[src/rtl/aes_stream_loader.sv]
// rtl/aes_stream_loader.sv - packs a 32-bit word stream into one cipher_unit block, runs it, streams the result out
module aes_stream_loader #(
  parameter int TIMEOUT_CYC = 64
) (
  input  logic             CLK,
  input  logic             CLR,
  input  logic             key_wr,
  input  logic [2:0]       key_idx,
  input  logic [31:0]      key_data,
  input  logic [1:0]       kl_i,
  input  logic             enc_dec_i,
  input  logic             in_valid,
  output logic             in_ready,
  input  logic [31:0]      in_data,
  output logic             out_valid,
  input  logic             out_ready,
  output logic [31:0]      out_data,
  output logic             timeout_err,
  output logic             core_clr,
  output logic             core_ck,
  output logic [7:0][31:0] core_key,
  output logic [1:0]       core_kl,
  output logic             core_enc_dec,
  output logic [3:0][31:0] core_state_i,
  input  logic [3:0][31:0] core_state_o,
  input  logic             core_cf
);

  localparam logic [1:0] S_LOAD  = 2'd0;
  localparam logic [1:0] S_START = 2'd1;
  localparam logic [1:0] S_RUN   = 2'd2;
  localparam logic [1:0] S_DRAIN = 2'd3;

  localparam int            TW         = $clog2(TIMEOUT_CYC);
  localparam logic [TW-1:0] TIMER_LAST = TW'(TIMEOUT_CYC - 1);
  localparam logic [TW-1:0] TIMER_ONE  = TW'(1);

  logic [1:0]       state_q, state_d;
  logic [1:0]       cnt_q, cnt_d;
  logic [1:0]       ocnt_q, ocnt_d;
  logic [7:0][31:0] key_q, key_d;
  logic             key_dirty_q, key_dirty_d;
  logic [3:0][31:0] state_i_q, state_i_d;
  logic [3:0][31:0] result_q, result_d;
  logic             enc_dec_q, enc_dec_d;
  logic [1:0]       kl_q, kl_d;
  logic [TW-1:0]    timer_q, timer_d;
  logic             timeout_err_q, timeout_err_d;

  logic [1:0]       kl_map;
  logic             kl_change;

  // Key length 3 is an alias for 256-bit; a length change forces a round-key reload just like a key write.
  always_comb begin
    kl_map    = (kl_i == 2'd3) ? 2'd2 : kl_i;
    kl_change = (kl_map != kl_q);
  end

  // Next-state logic for the load / start / run / drain sequence and all datapath registers.
  always_comb begin
    state_d       = state_q;
    cnt_d         = cnt_q;
    ocnt_d        = ocnt_q;
    key_d         = key_q;
    key_dirty_d   = key_dirty_q;
    state_i_d     = state_i_q;
    result_d      = result_q;
    enc_dec_d     = enc_dec_q;
    kl_d          = kl_q;
    timer_d       = '0;
    timeout_err_d = 1'b0;
    case (state_q)
      S_LOAD: begin
        if (key_wr) begin
          key_d[key_idx] = key_data;
          key_dirty_d    = 1'b1;
        end
        if (in_valid) begin
          state_i_d[cnt_q] = in_data;
          cnt_d            = cnt_q + 2'd1;
          if (cnt_q == 2'd3) begin
            state_d = S_START;
          end
        end
      end
      S_START: begin
        enc_dec_d   = enc_dec_i;
        kl_d        = kl_map;
        key_dirty_d = 1'b0;
        state_d     = S_RUN;
      end
      S_RUN: begin
        // A completion flag on the last allowed cycle still counts as success.
        if (core_cf) begin
          result_d = core_state_o;
          ocnt_d   = 2'd0;
          state_d  = S_DRAIN;
        end else if (timer_q == TIMER_LAST) begin
          timeout_err_d = 1'b1;
          state_d       = S_LOAD;
        end else begin
          timer_d = timer_q + TIMER_ONE;
        end
      end
      S_DRAIN: begin
        if (out_ready) begin
          ocnt_d = ocnt_q + 2'd1;
          if (ocnt_q == 2'd3) begin
            state_d = S_LOAD;
          end
        end
      end
      default: state_d = S_LOAD;
    endcase
  end

  // State registers with synchronous reset; the key starts dirty so the first block loads round keys.
  always_ff @(posedge CLK) begin
    if (CLR) begin
      state_q       <= S_LOAD;
      cnt_q         <= 2'd0;
      ocnt_q        <= 2'd0;
      key_q         <= '0;
      key_dirty_q   <= 1'b1;
      state_i_q     <= '0;
      result_q      <= '0;
      enc_dec_q     <= 1'b1;
      kl_q          <= 2'd0;
      timer_q       <= '0;
      timeout_err_q <= 1'b0;
    end else begin
      state_q       <= state_d;
      cnt_q         <= cnt_d;
      ocnt_q        <= ocnt_d;
      key_q         <= key_d;
      key_dirty_q   <= key_dirty_d;
      state_i_q     <= state_i_d;
      result_q      <= result_d;
      enc_dec_q     <= enc_dec_d;
      kl_q          <= kl_d;
      timer_q       <= timer_d;
      timeout_err_q <= timeout_err_d;
    end
  end

  // Handshakes and core controls; the core runs only in RUN and CLR holds it cleared with keys reloading.
  always_comb begin
    in_ready     = !CLR && (state_q == S_LOAD);
    out_valid    = !CLR && (state_q == S_DRAIN);
    out_data     = result_q[ocnt_q];
    timeout_err  = timeout_err_q;
    core_clr     = CLR || (state_q != S_RUN);
    core_ck      = CLR || ((state_q == S_START) && (key_dirty_q || kl_change));
    core_key     = key_q;
    core_kl      = kl_q;
    core_enc_dec = enc_dec_q;
    core_state_i = state_i_q;
  end

endmodule
[config.mk]
export PLATFORM = sky130hd
export DESIGN_NAME = aes_stream_loader
export DESIGN_NICKNAME = d
export VERILOG_FILES = /design/src/rtl/aes_stream_loader.sv
export SDC_FILE = /design/constraint.sdc
export NUM_CORES = 1
export LEC_CHECK = 0
export ABC_AREA = 1
export CAP_MARGIN = 5
export CORE_AREA = 2 2 243 245
export DETAILED_ROUTE_END_ITERATION = 6
export DIE_AREA = 0 0 245 247
export GPL_ROUTABILITY_DRIVEN = 0
export PLACE_DENSITY = 0.66
export SKIP_LAST_GASP = 1
export SYNTH_ARGS = -nofsm -noshare
export SYNTH_HDL_FRONTEND = slang
export SYNTH_SLANG_ARGS = --single-unit
[constraint.sdc]
create_clock -name CLK -period 1.52 [get_ports CLK]
set_input_delay 0.304 -clock CLK [delete_from_list [all_inputs] [get_ports CLK]]
set_output_delay 0.304 -clock CLK [all_outputs]
set_load 0.01 [all_outputs]
* Word-level counts from Yosys, hierarchy flattened
Cells that the tools add are included.
** Storage, ports and cells
- Register bits after elaboration :: 529
- Latch bits :: 0
- Bits in writable memories :: 0
- Memory bits (read-only) :: 0
- Input port bits :: 204
- Output and inout port bits :: 424
- Logic and storage cells :: 91
- Memories kept :: 0
** Cells by class
- Add/sub/neg operators :: 3
- $mul :: 0
- Div/mod/pow operators :: 0
- Order comparisons :: 5
- Equality and inequality tests :: 16
- Shift operators :: 0
- Muxes and demuxes :: 22
- Bitwise gates (word level) :: 1
- Reduce and logical (&&, ||, !) cells :: 20
** Operator list (number)
- 256-bit bitwise mux :: 1
- 128-bit bitwise mux :: 1
- 32-bit demux with 3-bit select :: 1
- 32-bit two-way mux :: 3
- 32-bit binary-select mux with 2-bit select :: 1
- 32-bit demux with 2-bit select :: 1
- 2-bit two-way mux :: 9
- 2-bit inequality test (second input constant) :: 7
- 2-bit == test (second input constant) :: 5
- 2-bit one-hot mux with 4 select lines :: 1
- 2-bit AND reduction :: 4
- 6-bit by 1-bit adder with 6-bit output (second input constant) :: 1
- 6-bit == test (second input constant) :: 1
- 2-bit by 3-bit less-than comparator with 1-bit output (second input constant) :: 2
- 1-bit logical AND :: 5
- 5-bit AND reduction :: 1
- 2-bit by 1-bit adder with 2-bit output (second input constant) :: 2
- 3-bit by 4-bit less-than comparator with 1-bit output (second input constant) :: 1
- 2-bit one-hot mux with 2 select lines :: 1
- 2-bit nonzero test :: 2
- 4-bit OR reduction :: 1
- 3-bit by 1-bit greater-or-equal comparator with 1-bit output (second input constant) :: 1
- 1-bit logical OR :: 3
- 3-bit inequality test (second input constant) :: 1
- other kinds (10) :: 11

* Logic depth before layout (Yosys ltp)
Gate-level depths: netlist of the first run.
- Depth after elaboration :: 6
- Mapped depth :: 8
- Mapped depth without buffers :: 8

* Worst setup path after synthesis of the first run
OpenSTA, ideal clock, no wires.
- Kind :: register to output
- From :: register ocnt_q[0]
- To :: output port out_data[0]
- Data arrival time :: 1200 ps
- Required time :: 1216 ps
- Slack :: 16 ps
- Stages on the path, launching flop included :: 6
- Buffers on the path :: 2
- Path through :: dfxtp_1 > inv_1 > clkbuf_1 > clkbuf_1 > nor2_1 > o22ai_1
** Between the ends
- Word-level cells in the longest chain between the ends :: 2
** Ends and longest elaborated chain
- from (decl) :: RTL line 40 : logic [1:0] ocnt_q, ocnt_d;
- from (signal assigned) :: RTL line 134 : ocnt_q <= ocnt_d;
- 32-bit binary-select mux with 2-bit select :: RTL line 150 : out_data = result_q[ocnt_q];
- 32-bit two-way mux (implied by the code) :: RTL line 150
- to (decl) :: RTL line 17 : output logic [31:0] out_data,
Every way passes these cells. The select of a mux whose other input is x is not followed.

* Final worst setup path of the first run
- From :: register ocnt_q[0]
- To :: output port out_data[10]
Same word-level chain as after synthesis.

==> results of run 1 <==
==> how the worst max path moves through the flow <==
stage | slack, ps | cells after the start | startpoint | endpoint
2_1_floorplan | 20 | 5 | ocnt_q[0]$_SDFFE_PP0P_ | out_data[0]
3_3_place_gp | -540 | 8 | kl_i[1] | core_ck
3_5_place_dp | -530 | 7 | kl_i[1] | core_ck
4_1_cts | -670 | 7 | ocnt_q[0]$_SDFFE_PP0P_ | out_data[10]
5_1_grt | -730 | 7 | ocnt_q[0]$_SDFFE_PP0P_ | out_data[10]
6_report | -680 | 7 | ocnt_q[0]$_SDFFE_PP0P_ | out_data[10]
==> registers in the layout, summed over array words and instances (netlist names), 2 cells and up <==
name and count:
core_state_i 128, state_q 2, timer_q 6, cnt_q 2, result_q 128, ocnt_q 2
core_key 256, core_kl 2
==> power groups by stage <==
stage	clock, uW	sequential, uW	combinational [uW]
2_1_floorplan	0	16400	5040
3_3_place_gp	0	16000	10500
3_5_place_dp	0	16100	10500
4_1_cts	15100	15800	10300
5_1_grt	15700	16100	15900
6_report	15100	15900	15200
==> critical path, delay by kind of cell (launching register included) <==
family          cells  cell delay [ps]
compound gates      2              210
flops               1              370
buf+inv             5              700
==> layer usage <==
layer	vias up	part of all wire, %
met3	266	11
met2	1211	46
met1	10700	38
li1	10200	-
met4	16	5.0
met5	-	0.12
==> metrics by stage <==
step / util (%) / area, um^2 / worst slack (ps) / hold WS, ps
4_1_cts: 50.5 / 29400 / -667 / 45.9
3_3_place_gp: 47.7 / 27800 / -540 / 433
5_1_grt: 56.0 / 32600 / -726 / 94.9
3_5_place_dp: 47.7 / 27800 / -534 / 441
2_1_floorplan: - / 20100 / 15.6 / 417
6_report: 56.0 / 32600 / -681 / 95.9
==> cells in the mapped netlist <==
master,instances
dfxtp_1,529
nand2_1,464
a21oi_1,428
nand3_1,420
nor2_1,277
o21ai_0,169
clkbuf_1,162
buf_2,65
o22ai_1,32
inv_1,26
buf_4,17
buf_6,9
buf_1,7
ha_1,6
inv_2,2
nor2_4,2
nor3b_1,1
xnor2_1,1
==> repair_timing <==
action | in CTS | in global routing
gates cloned | 5 | 71
buffers inserted | 15 | 26
setup endpoints to repair | 852 | 585
gates resized for setup | 1664 | 714
pin swaps | 19 | 125
==> kinds of logic after synthesis <==
logic type      Yosys count  synth area share (%)
buf+inv                 288                  6.45
flops                   529                  52.8
fa+ha+maj                 6                 0.374
simple gates           1164                  24.5
xor+xnor                  1                0.0436
compound gates          629                  15.9
==> cell type report <==
type	count	area, um^2	share of cell area, %
clock buffers	80	1630	5.00
inverters	28	160	0.491
well taps	773	967	2.96
diodes	4	10.0	0.0307
flip-flops and latches	529	10700	32.8
repair buffers	876	8770	26.9
clock inverters	28	382	1.17
multi-input cells	1800	10000	30.7
==> reports/results.ini, run 1 <==
[sta]
setup_viol = 148
max_freq_ghz = 0.454
finalWorstSetupSlack_ps = -681
period_needed_ps = 2200
worst_slew_pin_slew_ps = 778
slew_viol_final = 0
rsz0062_at_grt = yes
slew_headroom_pct = 48.1
skew_ps = 22.5
tns_ps = -22800
finalHoldViolCount = 0
min_period_over_period_pct = 145

[worst_setup_path]
r2r-start = state_q[1]$_SDFFE_PP0P_
cp_cell_sequence = clkinvlp_4 > buf_12 > buf_12 > buf_16 > o21ai_4 > o22ai_2 > buf_2
ff2ff_path_depth = 9
startpoint_type = flip-flop
path_common_cell = buf_12
r2r_slack_ps = -60
crit_required_ps = 1220
cp-end-kind = output port
arrival_ps = 1900
cp_slowest_cell = dfxtp_4
critPathKind = reg2out
worst-path-max-fanout = 8
reg2reg_to = core_key[7]$_SDFFE_PP0P_
cp_slowest_stage_delay_ps = 370

[synthesis]
synthDistinctLibCells = 18
yosys.area.top_type = dfxtp_1
ys_seq_elements = 529
synth_top_area_share_pct = 52.8
syn_nets = 2827
synth.avg_cell_area_um2 = 7.67
yosys_warnings = 0
syn_inst = 2617
ys_seq_area_share_pct = 52.8
synthesis.area_um2 = 20100
synthTopCellsByArea = dfxtp_1 (53%), a21oi_1 (11%), nand3_1 (10%), nand2_1 (8.7%), nor2_1 (5.2%)

[power]
leakage_uw = 0.0128
power_frac_clock_pct = 32.5
switching_share_pct = 33.1
power.total_uw = 46200
pwr-share-comb_pct = 33.0
seqPwrFrac_pct = 34.5
power_density_nw_per_um2 = 1420
p_sw_uw = 15300
cellInternalPower_uw = 31000
irDropWorstVdd_uv = 897

[drt]
wl_per_cell_um = 23.8
drt-pass1-iter-count = 7
drt_iter0_markers = 1986
via_per_inst = 5.44
vias = 22400
drc = 0
antenna_left = 0
wl_mm = 97.9

[floorplanning]
ioPinCount = 628
row_count = 89
die_w_um = 245
dieArea_um2 = 60500
die_h_um = 247
start_util_pct = 34.5
coreArea_um2 = 58200

[placed_design]
dp_hpwl_mm = 57.3
post-place-cells = 3894
io_buffer_count = 627

[clock_network]
clkSinkCount = 529
cts_buffer_depth = 3
clk_latency_ps = 630
numCtsBuffers = 57
clkTransAtPathRegs_ps = 60
cts_hold_buf = 0
htreeDepth = 2
clock-root-buffer = clkbuf_16
cts_tree = yes

[global_routing]
grt_pass1_vias = 19300
grt_first_pass_wirelength_mm = 122
antenna_found_initial = 11
met3_usage_pct = 8.70
grt_use_met2_pct = 41.1
top_usage_layer = met2
use_met1_pct = 33.9
grtUsageTotal_pct = 26.4
grt_max_degree = 121
grt_overflow = 0

[finish]
n_fill_cell = 5257
final_net_count = 3502
drive_gt1_share_pct = 36.6
layout_commonest_cell = dfxtp_1
areaGrowthSynthToFinish_pct = 62.6
finalNonFillerCells = 4118
final_cell_mix = dfxtp_1 (449), nand3_1 (370), nand2_1 (343), a21oi_1 (321), buf_2 (317)

[min_path]
worstHoldStart = core_cf
hp-class = in2reg
hold_path_depth = 3
whs_endpoint = result_q[31]$_SDFFE_PP0P_

[run]
max_cap_viol_count = 0

[run_status]
status = complete, but fails checks
violations = setup timing

No activity file was read; power rests on OpenSTA's default activity.
==> inputs of run 2 (changes only) <==
==> constraint.sdc (replaced) <==
create_clock -name CLK -period 2.56 [get_ports CLK]
set_input_delay 0.512 -clock CLK [delete_from_list [all_inputs] [get_ports CLK]]
set_output_delay 0.512 -clock CLK [all_outputs]
set_load 0.01 [all_outputs]
==> run 2 against run 1 <==
  * The run now ends clean
  * Sequential share of layout area up 3.7 points
  * Sequential power decreased by 41%
  * Routed wire length is 16% lower
  * Critical path type unchanged
  * Largest power group unchanged
  * Cell count down 4.4%
  * Clock power decreased by 42%
  * Critical endpoint is now out_data[8]
  * Total power is 48% lower
==> reports/results.ini, run 2 (synthesis gave the netlist of run 1 again) <==
[worst_setup_path]
crit_required_ps = 2050  ; was 1220 ps
worstSetupEndpoint = out_data[8]  ; was out_data[10]
r2r_slack_ps = 600  ; was -60 ps
critPathKind = reg2out  ; unchanged
ff2ff_path_depth = 8  ; was 9
cp-end-kind = output port  ; unchanged
reg2reg_to = core_key[227]$_SDFFE_PP0P_  ; was core_key[7]$_SDFFE_PP0P_
startpoint_type = flip-flop  ; unchanged
worst-path-max-fanout = 21  ; was 8
r2r-start = state_q[1]$_SDFFE_PP0P_  ; unchanged
arrival_ps = 1940  ; was 1900 ps
critPathLaunch = ocnt_q[0]$_SDFFE_PP0P_  ; unchanged

[clock_network]
htreeDepth = 2  ; unchanged
cts_buffer_depth = 3  ; unchanged
clkSinkCount = 529  ; unchanged
numCtsBuffers = 56  ; was 57
cts_hold_buf = 0  ; unchanged
cts_tree = yes  ; unchanged
clock-root-buffer = clkbuf_16  ; unchanged
clkTransAtPathRegs_ps = 60  ; about the same
clk_latency_ps = 600  ; was 630 ps

[sta]
min_period_over_period_pct = 95.8
worst_slew_pin_slew_ps = 853  ; was 778 ps
slew_headroom_pct = 43.1  ; was 48.1%
rsz0062_at_grt = no  ; was yes
max_freq_ghz = 0.408
period_needed_ps = 2450
slew_viol_final = 0  ; unchanged
finalHoldViolCount = 0  ; unchanged
finalWorstSetupSlack_ps = 106  ; was -681 ps
tns_ps = 0  ; was -22800 ps
setup_viol = 0  ; was 148
skew_ps = 28.1  ; was 22.5 ps

[global_routing]
grt_max_degree = 151  ; was 121
grt_first_pass_wirelength_mm = 119  ; was 122 mm
grt_pass1_vias = 18400  ; was 19300
antenna_found_initial = 13  ; was 11
grt_overflow = 0  ; unchanged
grtUsageTotal_pct = 25.7  ; was 26.4%

[drt]
wl_mm = 82.5  ; was 97.9 mm
drt-pass1-iter-count = 7  ; unchanged
antenna_left = 0  ; unchanged
drt_iter0_markers = 1447  ; was 1986
vias = 20300  ; was 22400
drc = 0  ; unchanged
via_per_inst = 5.17  ; was 5.44
wl_per_cell_um = 21.0  ; was 23.8 um

[finish]
drive_gt1_share_pct = 6.11  ; was 36.6%
layout_commonest_cell = clkdlybuf4s50_1  ; was dfxtp_1
largest_reg_flops = 256  ; unchanged
areaGrowthSynthToFinish_pct = 44.5  ; was 62.6%
final_cell_mix = clkdlybuf4s50_1 (591), dfxtp_1 (526), nand2_1 (462), a21oi_1 (428), nand3_1 (420)  ; was dfxtp_1 (449), nand3_1 (370), nand2_1 (343), a21oi_1 (321), buf_2 (317)
fin_util_pct = 49.8  ; was 56.0%
final_net_count = 3323  ; was 3502

[power]
cellInternalPower_uw = 16400  ; was 31000 uW
power_frac_clock_pct = 36.4  ; was 32.5%
irDropWorstVdd_uv = 609  ; was 897 uV
power_density_nw_per_um2 = 824  ; was 1420 nW/um^2
leakage_uw = 0.0102  ; was 0.0128 uW
p_sw_uw = 7470  ; was 15300 uW
seqPwrFrac_pct = 39.3  ; was 34.5%
pwr-share-comb_pct = 24.3  ; was 33.0%
switching_share_pct = 31.3  ; was 33.1%

[min_path]
hp-class = in2reg  ; unchanged

[floorplanning]
ioPinCount = 628  ; unchanged
row_count = 89  ; unchanged
dieArea_um2 = 60500  ; unchanged
start_util_pct = 34.5  ; unchanged
coreArea_um2 = 58200  ; unchanged
die_h_um = 247  ; unchanged
die_w_um = 245  ; unchanged

[placed_design]
dp_slack_ps = 60.6  ; was -534 ps
dp_hpwl_mm = 55.6  ; was 57.3 mm
io_buffer_count = 627  ; unchanged

[run]
max_cap_viol_count = 0  ; unchanged

[run_status]
status = completed  ; was complete, but fails checks

-- run 2: changes by cell type in the layout (fill, tap and decap cells not counted), sizes merged, moves of 3 or more --
cell / delta
buf: -450
clkdlybuf4s50: +390
clkbuf: -82
clkdlybuf4s15: -71
dlygate4sd2: +25
dlymetal6s2s: +7
clkinv: -3
clkinvlp: +3
-- run 2: worst max-delay path, stage by stage, from the launching register on --
cell           delay [ps]
dfxtp_4               430
inv_4                  90
buf_12                160
o21ai_0               220
o22ai_1               100
dlygate4sd2_1         320
-- run 2: routing by layer --
metal | global-route usage [%] | share of wire, % | vias to the layer above
met5 | 0 | 0.13 | -
met4 | 8.50 | 3.2 | 16
met3 | 8.56 | 10 | 156
met2 | 40.8 | 45 | 791
met1 | 32.8 | 41 | 9626
li1 | - | - | 9760
-- run 2: worst min path at each step --
stage	startpoint	end	slack, ps	cells after the start
3_3_place_gp	timer_q[0]$_SDFF_PP0_	timer_q[0]$_SDFF_PP0_	440	1
2_1_floorplan	timer_q[0]$_SDFF_PP0_	timer_q[0]$_SDFF_PP0_	420	1
4_1_cts	CLR	result_q[58]$_SDFFE_PP0P_	110	2
3_5_place_dp	timer_q[0]$_SDFF_PP0_	timer_q[0]$_SDFF_PP0_	450	1
5_1_grt	CLR	result_q[85]$_SDFFE_PP0P_	110	2
6_report	CLR	result_q[89]$_SDFFE_PP0P_	140	2
-- run 2: layout make-up --
cell class                      instances  area (um^2)
Fill cell                            5640        29200
Sequential cell                       529        10600
Multi-Input combinational cell       1800         8230
Timing Repair Buffer                  698         7110
Clock buffer                           77         1630
Tap cell                              773          967
Clock inverter                         27          347
Inverter                               28          110
Antenna cell                            4         10.0
-- run 2: through the flow --
stage / cells / power, uW / hold slack [ps] / instance area (um^2)
5_1_grt: 3933 / 24900 / 114 / 29000
3_3_place_gp: 3826 / 15300 / 436 / 26900
3_5_place_dp: 3826 / 15400 / 445 / 26900
6_report: 3936 / 23900 / 142 / 29000
2_1_floorplan: 2617 / 12700 / 418 / 20100
4_1_cts: 3931 / 24000 / 109 / 29000
-- run 2: repair_timing --
action / 4_1_cts / 5_1_grt
gates resized for setup: 42 / 16
setup endpoints to repair: 34 / 14
pin swaps: 0 / 1
cloned: 1 / 1
setup buffers: 0 / 0
-- run 2: power groups by stage --
stage	combinational, uW	clock, uW	sequential (uW)
6_report	5810	8690	9380
5_1_grt	6270	9150	9460
4_1_cts	5820	8830	9380
3_5_place_dp	5820	0	9540
3_3_place_gp	5820	0	9520
2_1_floorplan	2990	0	9710
==> inputs of run 3 (changes only) <==
--- a/config.mk
+++ b/config.mk
@@ -11,7 +11,7 @@
 export DETAILED_ROUTE_END_ITERATION = 6
 export DIE_AREA = 0 0 245 247
 export GPL_ROUTABILITY_DRIVEN = 0
-export PLACE_DENSITY = 0.66
+export PLACE_DENSITY = 0.68
 export SKIP_LAST_GASP = 1
 export SYNTH_ARGS = -nofsm -noshare
 export SYNTH_HDL_FRONTEND = slang
==> constraint.sdc (replaced) <==
create_clock -name CLK -period 2.56 [get_ports CLK]
set_input_delay 0.512 -clock CLK [delete_from_list [all_inputs] [get_ports CLK]]
set_output_delay 0.512 -clock CLK [all_outputs]
set_load 0.005 [all_outputs]
==> run 3 against run 2 <==
  * Cell count grew 0.36%
  * Core utilization hardly changed
  * Highest routed layer unchanged
  * The flow now finishes with violations (setup timing)
  * Clock skew is 7.1 ps higher
  * Via count is 0.12% higher
  * Clock power shrank 3.1%
  * Non-clock buffer count grew 17
==> reports/results.ini, run 3 (synthesis gave the netlist of run 1 again) <==
[clock_network]
clock-root-buffer = clkbuf_16  ; unchanged
htreeDepth = 2  ; unchanged
cts_tree = yes  ; unchanged
clk_latency_ps = 630  ; was 600 ps
clkTransAtPathRegs_ps = 60  ; about the same
clkSinkCount = 529  ; unchanged
cts_buffer_depth = 3  ; unchanged
numCtsBuffers = 56  ; unchanged

[worst_setup_path]
arrival_ps = 2160  ; was 1940 ps
cp_slowest_cell = clkdlybuf4s50_1  ; was dfxtp_4
crit_required_ps = 2050  ; about the same
cpLargestDelayFamily = buffers and inverters  ; unchanged
startpoint_type = flip-flop  ; unchanged
cp_slowest_stage_delay_ps = 530  ; was 430 ps
r2r-start = state_q[0]$_SDFFE_PP0P_  ; was state_q[1]$_SDFFE_PP0P_
critPathBufInv = 3  ; unchanged
worstSetupEndpoint = out_data[1]  ; was out_data[8]
ff2ff_path_depth = 8  ; unchanged
worst-path-max-fanout = 33  ; was 21
r2r_slack_ps = 560  ; was 600 ps
critPathKind = reg2out  ; unchanged
cp_num_cells = 5  ; unchanged
critPathLaunch = ocnt_q[0]$_SDFFE_PP0P_  ; unchanged
cp_cell_sequence = clkinvlp_4 > buf_12 > nor2_1 > o22ai_1 > clkdlybuf4s50_1  ; was inv_4 > buf_12 > o21ai_0 > o22ai_1 > dlygate4sd2_1
cp-end-kind = output port  ; unchanged
reg2reg_to = result_q[115]$_SDFFE_PP0P_  ; was core_key[227]$_SDFFE_PP0P_

[drt]
drt-pass1-iter-count = 5  ; was 7
wl_per_cell_um = 20.5  ; was 21.0 um
vias = 20400  ; was 20300
drc = 0  ; unchanged
wl_mm = 80.8  ; was 82.5 mm
drt_iter0_markers = 1664  ; was 1447
antenna_left = 0  ; unchanged
via_per_inst = 5.16  ; was 5.17

[power]
cellInternalPower_uw = 16200  ; was 16400 uW
irDropWorstVdd_uv = 597  ; was 609 uV
pwr-share-comb_pct = 24.1  ; was 24.3%
seqPwrFrac_pct = 40.0  ; was 39.3%
leakage_uw = 0.0102  ; about the same
power_frac_clock_pct = 35.9  ; was 36.4%
switching_share_pct = 30.9  ; was 31.3%
power_density_nw_per_um2 = 808  ; was 824 nW/um^2
p_sw_uw = 7250  ; was 7470 uW

[sta]
fin_hold_ws_ps = 145  ; was 142 ps
skew_ps = 35.2  ; was 28.1 ps
finalHoldViolCount = 0  ; unchanged
rsz0062_at_grt = yes  ; was no
max_freq_ghz = 0.375  ; was 0.408 GHz
slew_headroom_pct = 28.5  ; was 43.1%
period_needed_ps = 2670  ; was 2450 ps
setup_viol = 16  ; was 0
finalWorstSetupSlack_ps = -108  ; was 106 ps
worst_slew_pin_slew_ps = 1070  ; was 853 ps
slew_viol_final = 0  ; unchanged
min_period_over_period_pct = 104  ; was 95.8%

[floorplanning]
start_util_pct = 34.5  ; unchanged
die_w_um = 245  ; unchanged
row_count = 89  ; unchanged
ioPinCount = 628  ; unchanged
coreArea_um2 = 58200  ; unchanged
die_h_um = 247  ; unchanged
dieArea_um2 = 60500  ; unchanged

[global_routing]
grt_first_pass_wirelength_mm = 118  ; was 119 mm
grt_overflow = 0  ; unchanged
antenna_found_initial = 7  ; was 13
grt_pass1_vias = 18500  ; was 18400
grt_max_degree = 199  ; was 151
grtUsageTotal_pct = 25.1  ; was 25.7%

[placed_design]
post-place-cells = 3838  ; was 3826
dp_hpwl_mm = 54.7  ; was 55.6 mm
placed_area_um2 = 27000  ; was 26900 um^2
io_buffer_count = 627  ; unchanged
dp_slack_ps = 102  ; was 60.6 ps

[finish]
areaGrowthSynthToFinish_pct = 44.6  ; was 44.5%
finalNonFillerCells = 3950  ; was 3936
final_net_count = 3340  ; was 3323
layout_commonest_cell = clkdlybuf4s50_1  ; unchanged
largest_reg_flops = 256  ; unchanged
final_cell_mix = clkdlybuf4s50_1 (604), dfxtp_1 (526), nand2_1 (461), a21oi_1 (428), nand3_1 (420)  ; was clkdlybuf4s50_1 (591), dfxtp_1 (526), nand2_1 (462), a21oi_1 (428), nand3_1 (420)
drive_gt1_share_pct = 6.93  ; was 6.11%
design_area_um2 = 29000  ; about the same

[run_status]
violations = setup timing
status = complete, but fails checks  ; was completed

[min_path]
hp-class = in2reg  ; unchanged
worstHoldStart = CLR  ; unchanged

[run]
max_cap_viol_count = 0  ; unchanged

==> run 3: cell count changes in the layout (fill, tap and decap cells not counted), moves of 4 or more <==
cell	delta
o21ai_0	-13
buf_12	-4
clkbuf_8	+5
buf_4	+19
clkbuf_2	+6
buf_6	+4
o21ai_2	+4
dlygate4sd2_1	-18
o21ai_1	+9
clkdlybuf4s50_1	+13
==> run 3: area by class of cell <==
class,count,area [um^2]
antenna,2,5.00
clock buffer,82,1660
clock inverter,21,249
fill,5617,29200
inverter,28,111
multi-input combinational,1800,8270
sequential,529,10600
tap,773,967
timing repair buffer,715,7170
==> run 3: worst reg2reg max path: cells and delay by family (launching register included) <==
family | cells | cell delay, ps
buffers and inverters | 4 | 670
DFF | 1 | 380
and+or+nand+nor | 3 | 720
AOI/OAI and AO/OA | 1 | 160
==> run 3: how the worst min path moves through the flow <==
stage                              endpoint  cells past startpoint
floorplan             timer_q[0]$_SDFF_PP0_                      1
global placement      timer_q[0]$_SDFF_PP0_                      1
detailed placement    timer_q[0]$_SDFF_PP0_                      1
CTS                 state_q[0]$_SDFFE_PP0P_                      2
global route        state_q[0]$_SDFFE_PP0P_                      2
finish              state_q[0]$_SDFFE_PP0P_                      2
==> run 3: power by group through the flow <==
stage               combinational [uW]  sequential, uW  clock, uW
finish                            5650            9380       8420
global route                      6080            9460       8910
CTS                               5610            9370       8540
detailed placement                5590            9530          0
global placement                  5570            9520          0
floorplan                         2960            9520          0
==> run 3: through the flow <==
step	TNS [ps]	utilization, %	power [uW]
CTS	-2190	49.7	23500
floorplan	0	-	12500
detailed placement	0	46.3	15100
finish	-738	49.8	23400
global placement	0	46.3	15100
global route	-2260	49.8	24400
==> run 3: per-layer routing <==
metal  vias to the layer above  share of wire [%]  GRT usage, %
li1                       9799                  -             -
met1                      9534                 41          32.1
met2                       877                 46          40.0
met3                       151                9.5          7.69
met4                        12                3.4          9.15
met5                         -               0.11             0
==> run 3: what timing repair did <==
item,in CTS,in global routing
endpoints found under the setup margin,33,28
cloned,1,0
buffers inserted,3,3
resized for setup,31,44
pin swaps,1,1
hold buffers,0,0
